[src/rtl/rr_grant_arbiter.sv]
// Round-robin req/gnt arbiter with registered one-hot grant, hold watchdog and a mandatory gap cycle.
// Define RR_ARB_ASSERT_EN to compile the protocol checker bound inside the block.
module rr_grant_arbiter #(
    parameter int N        = 4,
    parameter int MAX_HOLD = 8
) (
    input  logic                 clk,
    input  logic                 rst,
    input  logic [N-1:0]         req,
    output logic [N-1:0]         gnt,
    output logic [$clog2(N)-1:0] gnt_id,
    output logic                 busy,
    output logic                 timeout
);
    localparam int IW = $clog2(N);
    localparam int HW = $clog2(MAX_HOLD);
    localparam logic [HW-1:0] HMAX = HW'(MAX_HOLD - 1);
    localparam logic [N-1:0]  ONE  = {{(N-1){1'b0}}, 1'b1};

    typedef enum logic [1:0] {
        ST_IDLE  = 2'd0,
        ST_GRANT = 2'd1,
        ST_GAP   = 2'd2
    } state_t;

    state_t         state_r, state_s;
    logic [IW-1:0]  ptr_r, ptr_s;
    logic [HW-1:0]  hcnt_r, hcnt_s;
    logic [N-1:0]   gnt_r, gnt_s;
    logic [IW-1:0]  gnt_id_r, gnt_id_s;
    logic           busy_r, busy_s;
    logic           timeout_r, timeout_s;
    logic [IW:0]    pick_s;
    logic [IW-1:0]  ptr_next_s;

    // First requester at or after p, wrapping modulo N; MSB of the result flags a hit.
    function automatic logic [IW:0] pick_first(input logic [N-1:0] r, input logic [IW-1:0] p);
        logic          found;
        logic [IW-1:0] idx;
        int            j;
        found = 1'b0;
        idx   = {IW{1'b0}};
        for (int i = 0; i < N; i++) begin
            j = (int'(p) + i) % N;
            if (!found && r[j]) begin
                found = 1'b1;
                idx   = IW'(j);
            end
        end
        return {found, idx};
    endfunction

    // Arbitration search and pointer rotation past the current owner.
    always_comb begin
        pick_s     = pick_first(req, ptr_r);
        ptr_next_s = (gnt_id_r == IW'(N - 1)) ? {IW{1'b0}} : gnt_id_r + IW'(1);
    end

    // Next-state and next-output logic for the IDLE/GRANT/GAP controller.
    always_comb begin
        state_s   = state_r;
        ptr_s     = ptr_r;
        hcnt_s    = hcnt_r;
        gnt_s     = gnt_r;
        gnt_id_s  = gnt_id_r;
        busy_s    = busy_r;
        timeout_s = 1'b0;
        case (state_r)
            ST_IDLE: begin
                if (pick_s[IW]) begin
                    gnt_s    = ONE << pick_s[IW-1:0];
                    gnt_id_s = pick_s[IW-1:0];
                    busy_s   = 1'b1;
                    hcnt_s   = {HW{1'b0}};
                    state_s  = ST_GRANT;
                end else begin
                    gnt_s  = {N{1'b0}};
                    busy_s = 1'b0;
                end
            end
            ST_GRANT: begin
                // A same-edge request drop wins over the watchdog, so no timeout then.
                if (!req[gnt_id_r]) begin
                    gnt_s   = {N{1'b0}};
                    busy_s  = 1'b0;
                    ptr_s   = ptr_next_s;
                    state_s = ST_GAP;
                end else if (hcnt_r == HMAX) begin
                    gnt_s     = {N{1'b0}};
                    busy_s    = 1'b0;
                    ptr_s     = ptr_next_s;
                    timeout_s = 1'b1;
                    state_s   = ST_GAP;
                end else begin
                    hcnt_s = hcnt_r + HW'(1);
                end
            end
            ST_GAP: begin
                gnt_s   = {N{1'b0}};
                busy_s  = 1'b0;
                state_s = ST_IDLE;
            end
            default: begin
                gnt_s   = {N{1'b0}};
                busy_s  = 1'b0;
                state_s = ST_IDLE;
            end
        endcase
    end

    // State and output registers; reset clears the grant without waiting for a clock.
    always_ff @(posedge clk or posedge rst) begin
        if (rst) begin
            state_r   <= ST_IDLE;
            ptr_r     <= {IW{1'b0}};
            hcnt_r    <= {HW{1'b0}};
            gnt_r     <= {N{1'b0}};
            gnt_id_r  <= {IW{1'b0}};
            busy_r    <= 1'b0;
            timeout_r <= 1'b0;
        end else begin
            state_r   <= state_s;
            ptr_r     <= ptr_s;
            hcnt_r    <= hcnt_s;
            gnt_r     <= gnt_s;
            gnt_id_r  <= gnt_id_s;
            busy_r    <= busy_s;
            timeout_r <= timeout_s;
        end
    end

    assign gnt     = gnt_r;
    assign gnt_id  = gnt_id_r;
    assign busy    = busy_r;
    assign timeout = timeout_r;

`ifdef RR_ARB_ASSERT_EN
    rr_grant_arbiter_chk #(.N(N), .MAX_HOLD(MAX_HOLD)) u_chk (
        .clk    (clk),
        .rst    (rst),
        .req    (req),
        .gnt    (gnt_r),
        .gnt_id (gnt_id_r),
        .busy   (busy_r)
    );
`else
    // Protocol checker not compiled in this build.
`endif
endmodule

`ifdef RR_ARB_ASSERT_EN
// Concurrent protocol checks for rr_grant_arbiter.
module rr_grant_arbiter_chk #(
    parameter int N        = 4,
    parameter int MAX_HOLD = 8
) (
    input logic                 clk,
    input logic                 rst,
    input logic [N-1:0]         req,
    input logic [N-1:0]         gnt,
    input logic [$clog2(N)-1:0] gnt_id,
    input logic                 busy
);
    logic [N-1:0] req_q_r;

    // Request vector seen on the edge that issued the grant, indexed by the new owner.
    always_ff @(posedge clk or posedge rst) begin
        if (rst) begin
            req_q_r <= {N{1'b0}};
        end else begin
            req_q_r <= req;
        end
    end

    // busy is sampled high on MAX_HOLD edges, so release shows up at offset MAX_HOLD at the latest.
    

    

    
    
    
    
    
endmodule
`endif

[config.mk]
export PLATFORM = sky130hd
export DESIGN_NAME = rr_grant_arbiter
export DESIGN_NICKNAME = d
export VERILOG_FILES = /design/src/rtl/rr_grant_arbiter.sv
export SDC_FILE = /design/constraint.sdc
export NUM_CORES = 1
export LEC_CHECK = 0
export BUFFER_PORTS_ARGS = -buffer_cell sky130_fd_sc_hd__buf_2
export CAP_MARGIN = 20
export CORE_UTILIZATION = 35
export CTS_CLUSTER_DIAMETER = 150
export DETAILED_ROUTE_END_ITERATION = 10
export MAX_ROUTING_LAYER = met4
export PLACE_DENSITY = 0.65
export SLEW_MARGIN = 25
export SYNTH_ARGS = -nofsm -noshare
export SYNTH_HDL_FRONTEND = slang
export SYNTH_SLANG_ARGS = --single-unit
[constraint.sdc]
create_clock -name clk -period 1.95 [get_ports clk]
set_input_delay 0.0975 -clock clk [delete_from_list [all_inputs] [get_ports clk]]
set_output_delay 0.0975 -clock clk [all_outputs]
set_load 0.05 [all_outputs]
* After elaboration in Yosys (flattened, before gate mapping)
Index checks and enable logic that the tools add are counted.
** Word-level totals
- Input bits :: 6
- Register bits :: 15
- Output and inout bits :: 8
** Cells by class
- Shift operators :: 1
- Magnitude comparators :: 5
- Add/sub/neg operators :: 5
- Bitwise logic cells :: 3
- Mux-type cells :: 43
- Equality and inequality tests :: 8
- Reduce and logical (&&, ||, !) cells :: 15
** Operators with widths (count)
- $mux W2 :: 10
- $mux W1 :: 18
- $lt A3 B4 Y1 const B :: 3
- $mux W4 :: 3
- $bmux W1 S2 :: 5
- $mux W3 :: 3
- $pmux W4 S2 :: 1
- $lt A2 B3 Y1 const B :: 2
- $ne A2 B2 Y1 const B :: 3
- $pmux W3 S2 :: 1
- $reduce_and A2 Y1 :: 3
- $reduce_or A2 Y1 :: 3
- $add A2 B1 Y2 const B :: 2
- $add A2 B2 Y2 const B :: 2
- $pmux W2 S2 :: 1
- $reduce_and A4 Y1 :: 1
- $shl A1 B2 Y4 const A :: 1
- $add A3 B1 Y3 const B :: 1
- $and A1 B1 Y1 const A :: 3
- $eq A3 B3 Y1 const B :: 1
- $logic_and A1 B1 Y1 :: 3
- $logic_not A1 Y1 :: 3
- $ne A3 B3 Y1 const B :: 1
- $eq A2 B1 Y1 const B :: 1
- 5 further kinds :: 5

* Depth between registers and ports, before layout
- Depth after elaboration :: 17
- Mapped depth :: 7

* Least setup slack after synthesis
No wires, ideal clock.
- Path kind :: reg-to-reg
- Start :: reg gnt_id_r[0], in the netlist gnt_id[0]
- End :: reg gnt_r[3], in the netlist gnt[3]
- Library setup time :: 0.121 ns
- Arrival time :: 1.807 ns
- Clock period less this slack :: 1.928 ns
- Buffers on the path :: 1
- Path slack :: 0.022 ns
- Stages on the path, launching flop included :: 5
- Path through :: dfrtp_1 -> mux4_2 -> and3_4 -> buf_6 -> a22o_1
** Between the ends
- Longest elaborated chain between the ends :: 4
- Elaborated cells between the ends (all ways) :: 5
- Those cells by class :: eq/ne (1); mux (4)
** RTL lines
- start: declaration :: RTL line 30 : logic [IW-1:0] gnt_id_r, gnt_id_s;
- start signal: assignment :: RTL line 118 : gnt_id_r <= {IW{1'b0}};
- start signal: assignment :: RTL line 126 : gnt_id_r <= gnt_id_s;
- $bmux W1 S2 (*) :: RTL line 83 : if (!req[gnt_id_r]) begin
- $mux W1 (not written as such) (*) :: RTL line 83
- $mux W4 :: RTL line 83
- $pmux W4 S2 :: RTL line 68 : case (state_r)
- end signal: assignment :: RTL line 117 : gnt_r <= {N{1'b0}};
- end signal: assignment :: RTL line 125 : gnt_r <= gnt_s;
- end: declaration :: RTL line 29 : logic [N-1:0] gnt_r, gnt_s;
Every way passes the cells marked *; elsewhere a longest branch is shown, timed or not. The select of a mux whose other input is x is not followed.
A chain may end at the register's enable or synchronous reset.

* Worst setup path in the final report
- Start :: reg gnt_id_r[0], in the netlist gnt_id[0]
- End :: reg ptr_r[1]
** Between the ends
- Longest elaborated chain between the ends :: 4
- Elaborated cells between the ends (all ways) :: 9
- Those cells by class :: add/sub (1); eq/ne (2); mux (5); reduce/logical (1)
** RTL lines
- $add A2 B1 Y2, or another cell as far along :: RTL line 56 : ptr_next_s = (gnt_id_r == IW'(N - 1)) ? {IW{1'b0}} : gnt_id_r + IW'(1);
- $mux W2 / $mux W1 (equally long branches) :: RTL line 56, 83
- $mux W2 / $ne A2 B1 Y1 (equally long branches)
- $mux W2 / $reduce_and A2 Y1 (equally long branches)
- end signal: assignment :: RTL line 115 : ptr_r <= {IW{1'b0}};
- end signal: assignment :: RTL line 123 : ptr_r <= ptr_s;
- end: declaration :: RTL line 27 : logic [IW-1:0] ptr_r, ptr_s;
Parallel ways exist; a longest one is shown, timed or not. The select of a mux whose other input is x is not followed.

==> flow_summary.yaml <==
placement:
  dp_hpwl_mm: 1.01
  gp_congestion: 0.870
  post-place-ws_ns: 0.291
  port_buffers: 13
clock_tree:
  postCtsResizedCells: 0
  clock_latency_ns: 0.28
  clk_pin_slew_ns: 0.09
  clock-sinks: 15
  clock_tree.root_cell: "clkbuf_4"
  numCtsBuffers: 3
  htree_levels: 1
  tritoncts: "yes"
  cts_buffer_depth: 2
sta:
  rsz0062_at_grt: "no"
  setup_viol: 0
  period_minus_slack_ns: 1.65
  hold_viol: 0
  max_freq_ghz: 0.607
  worstMarginPinSlew_ns: 0.595
  fin_crit_sh: 0.845
  slew_headroom: 0.599
  slew_viol_final: 0
  worst_slack_ns: 0.303
  setup-tns-final_ns: 0
  clock_skew_ns: 0.00491
synthesis:
  yosys_warnings: 0
  ys_seq_elements: 15
  syn_avg_cell_area_um2: 10.8
  synth_area_leaders: "dfrtp_1 (51%), ha_1 (5.1%), nand2_1 (5.1%)"
  netlist_area_um2: 743
  synth.top_cell.area_share: 0.505
  ys_seq_area_frac: 0.505
  synth_top_area_cell: "dfrtp_1"
  yosysUniqueCellTypes: 26
  syn_nets: 78
  netlist_instances: 69
run_status:
  status: "completed"
detailed_routing:
  wire_per_inst_um: 11.7
  vias: 549
  drc: 0
  drt-total-wl_mm: 1.33
  ant_nets: 0
  viasPerCell: 4.82
  dr.pass1.iters: 4
  drt_iter0_drc: 8
global_route:
  grt_pass1_wl_mm: 2.01
  grt_usage: 0.134
  grt_max_degree: 16
  grt_pass1_vias: 464
  grt_overflow: 0
  antenna_found_initial: 0
floorplan:
  die_area_um2: 2310
  initial_utilization: 0.375
  rows: 16
  die_w_um: 48.1
  io_pins: 14
  fp.dieH_um: 48.1
  core_area_um2: 1980
worst_setup_path:
  path_buf_inv: 0
  cp.depth: 3
  cp_slowest_cell: "mux4_2"
  crit_arrival_ns: 1.82
  required_ns: 2.12
  reg2reg_depth: 3
  crit_family: "multiplexers"
  end_kind: "register"
  cp_max_fo: 5
  cpPeakStageDelay_ns: 0.56
  crit_path_start_kind: "register"
  cp_cell_sequence: "mux4_2, a21boi_2, mux2_1"
  crit_type: "reg2reg"
pwr:
  vdd_drop_max_v: 0.000977
  power_per_cell_area_nw_per_um2: 1700
  leakage_nw: 0.433
min_path:
  hold_path.class: "in2reg"
  holdPathStages: 3
cells_and_area:
  syn_to_final_growth_pct: 17.7
  diodes: 0
  drive_above_1_share: 0.253
  fin_nets: 97
job:
  maxCapViolCount: 0
## registers in the layout, summed over array words and instances (netlist names)
register,flops
ptr_r,2
busy,1
state_r,2
gnt_id,2
timeout,1
hcnt_r,3
gnt,4
## report_power, final
| part | internal [mW] | leakage, nW | total (mW) | switching (mW) |
|---|---|---|---|---|
| Sequential | 0.438 | 0.194 | 0.533 | 0.0949 |
| Clock | 0.0793 | 0.0150 | 0.176 | 0.0968 |
| Combinational | 0.272 | 0.225 | 0.776 | 0.504 |
| Total | 0.790 | 0.433 | 1.49 | 0.696 |
## layout by cell type, fill, tap and decap left out
master         synthesis  layout
o31ai_1                3       3
and3_4                 1       1
and3_1                 1       1
nor3_1                 1       1
buf_2                  0      13
a311oi_1               1       1
mux4_2                 1       1
dlygate4sd3_1          0       1
mux2_1                 2       2
nor2b_1                2       2
nand3_1                2       2
o21bai_1               1       1
or2_2                  1       1
buf_4                  0       1
clkbuf_1               0       1
ha_1                   3       3
inv_1                  4       4
a22o_1                 1       1
o41ai_2                1       1
mux2i_1                1       1
nor2_1                 3       3
a21boi_2               1       1
dfrtp_1               15      15
o22ai_1                1       1
a21oi_1                3       3
nand2b_1               4       4
nand2_1               10      10
a21o_1                 1       1
clkbuf_4               0       3
o21ai_1                4       4
## cell type report
type | count | area (um2)
clock buffer | 4 | 26.3
multi-input combinational | 49 | 342
tap | 27 | 33.8
inverter | 4 | 15.0
fill | 199 | 1110
timing repair buffer | 15 | 82.6
sequential | 15 | 375
## worst paths after layout
kind,startpoint,to,slack (ns)
worst max-delay path,gnt_id[0]$_DFFE_PP0P_,ptr_r[1]$_DFFE_PP0P_,0.30
worst min-delay path,req[1],gnt_id[0]$_DFFE_PP0P_,0.19
worst max register to register,gnt_id[0]$_DFFE_PP0P_,ptr_r[1]$_DFFE_PP0P_,0.30
worst min register to register,busy$_DFFE_PP0P_,busy$_DFFE_PP0P_,0.48
max in group asynchronous,rst,ptr_r[0]$_DFFE_PP0P_,1.20
min in group asynchronous,rst,gnt[2]$_DFFE_PP0P_,0.40
## synthesized netlist by cell type (all sizes together)
master / n
a21boi: 1
a21o: 1
a21oi: 3
a22o: 1
a311oi: 1
and3: 2
buf: 1
dfrtp: 15
ha: 3
inv: 4
mux2: 2
mux2i: 1
mux4: 1
nand2: 10
nand2b: 4
nand3: 2
nor2: 3
nor2b: 2
nor3: 1
o21ai: 4
o21bai: 1
o22ai: 1
o31ai: 3
o41ai: 1
or2: 1
## metrics by stage
step | hold WS [ns] | cell area [um2] | cells | total power, mW | utilization
CTS | 0.200 | 875 | 114 | 1.50 | 0.441
global placement | 0.166 | 838 | 109 | 1.30 | 0.423
floorplan | -0.00102 | 743 | 69 | 1.15 | -
global route | 0.211 | 875 | 114 | 1.60 | 0.441
finish | 0.192 | 875 | 114 | 1.49 | 0.441
detailed placement | 0.167 | 838 | 109 | 1.32 | 0.423
## worst reg2reg max path, delay by kind of cell (launching register included)
kind | cells | cell delay (ns)
compound gates | 1 | 0.21
mux | 2 | 0.90
flops | 1 | 0.43
## what timing repair did
item | in CTS | in global routing
hold endpoints to repair | 15 | 0
hold buffers | 1 | 0
buffers inserted | 0 | 0
setup endpoints to repair | 0 | 0
## metal layers
metal | up-vias | part of all wire | wire [um] | global-route usage
met5 | - | 0 | 0 | -
met4 | 0 | 0.0068 | 9 | 0.0667
met3 | 2 | 0.032 | 43 | 0.0340
met2 | 12 | 0.45 | 593 | 0.189
met1 | 253 | 0.51 | 685 | 0.178
li1 | 282 | - | - | -
## cells by family after synthesis
kind of cell,share of synthesized area
DFF,0.505
buffers and inverters,0.0353
and+or+nand+nor,0.168
adders and majority gates,0.0505
muxes,0.0741
AOI/OAI and AO/OA,0.167
Power figures use the tool's default switching activity.
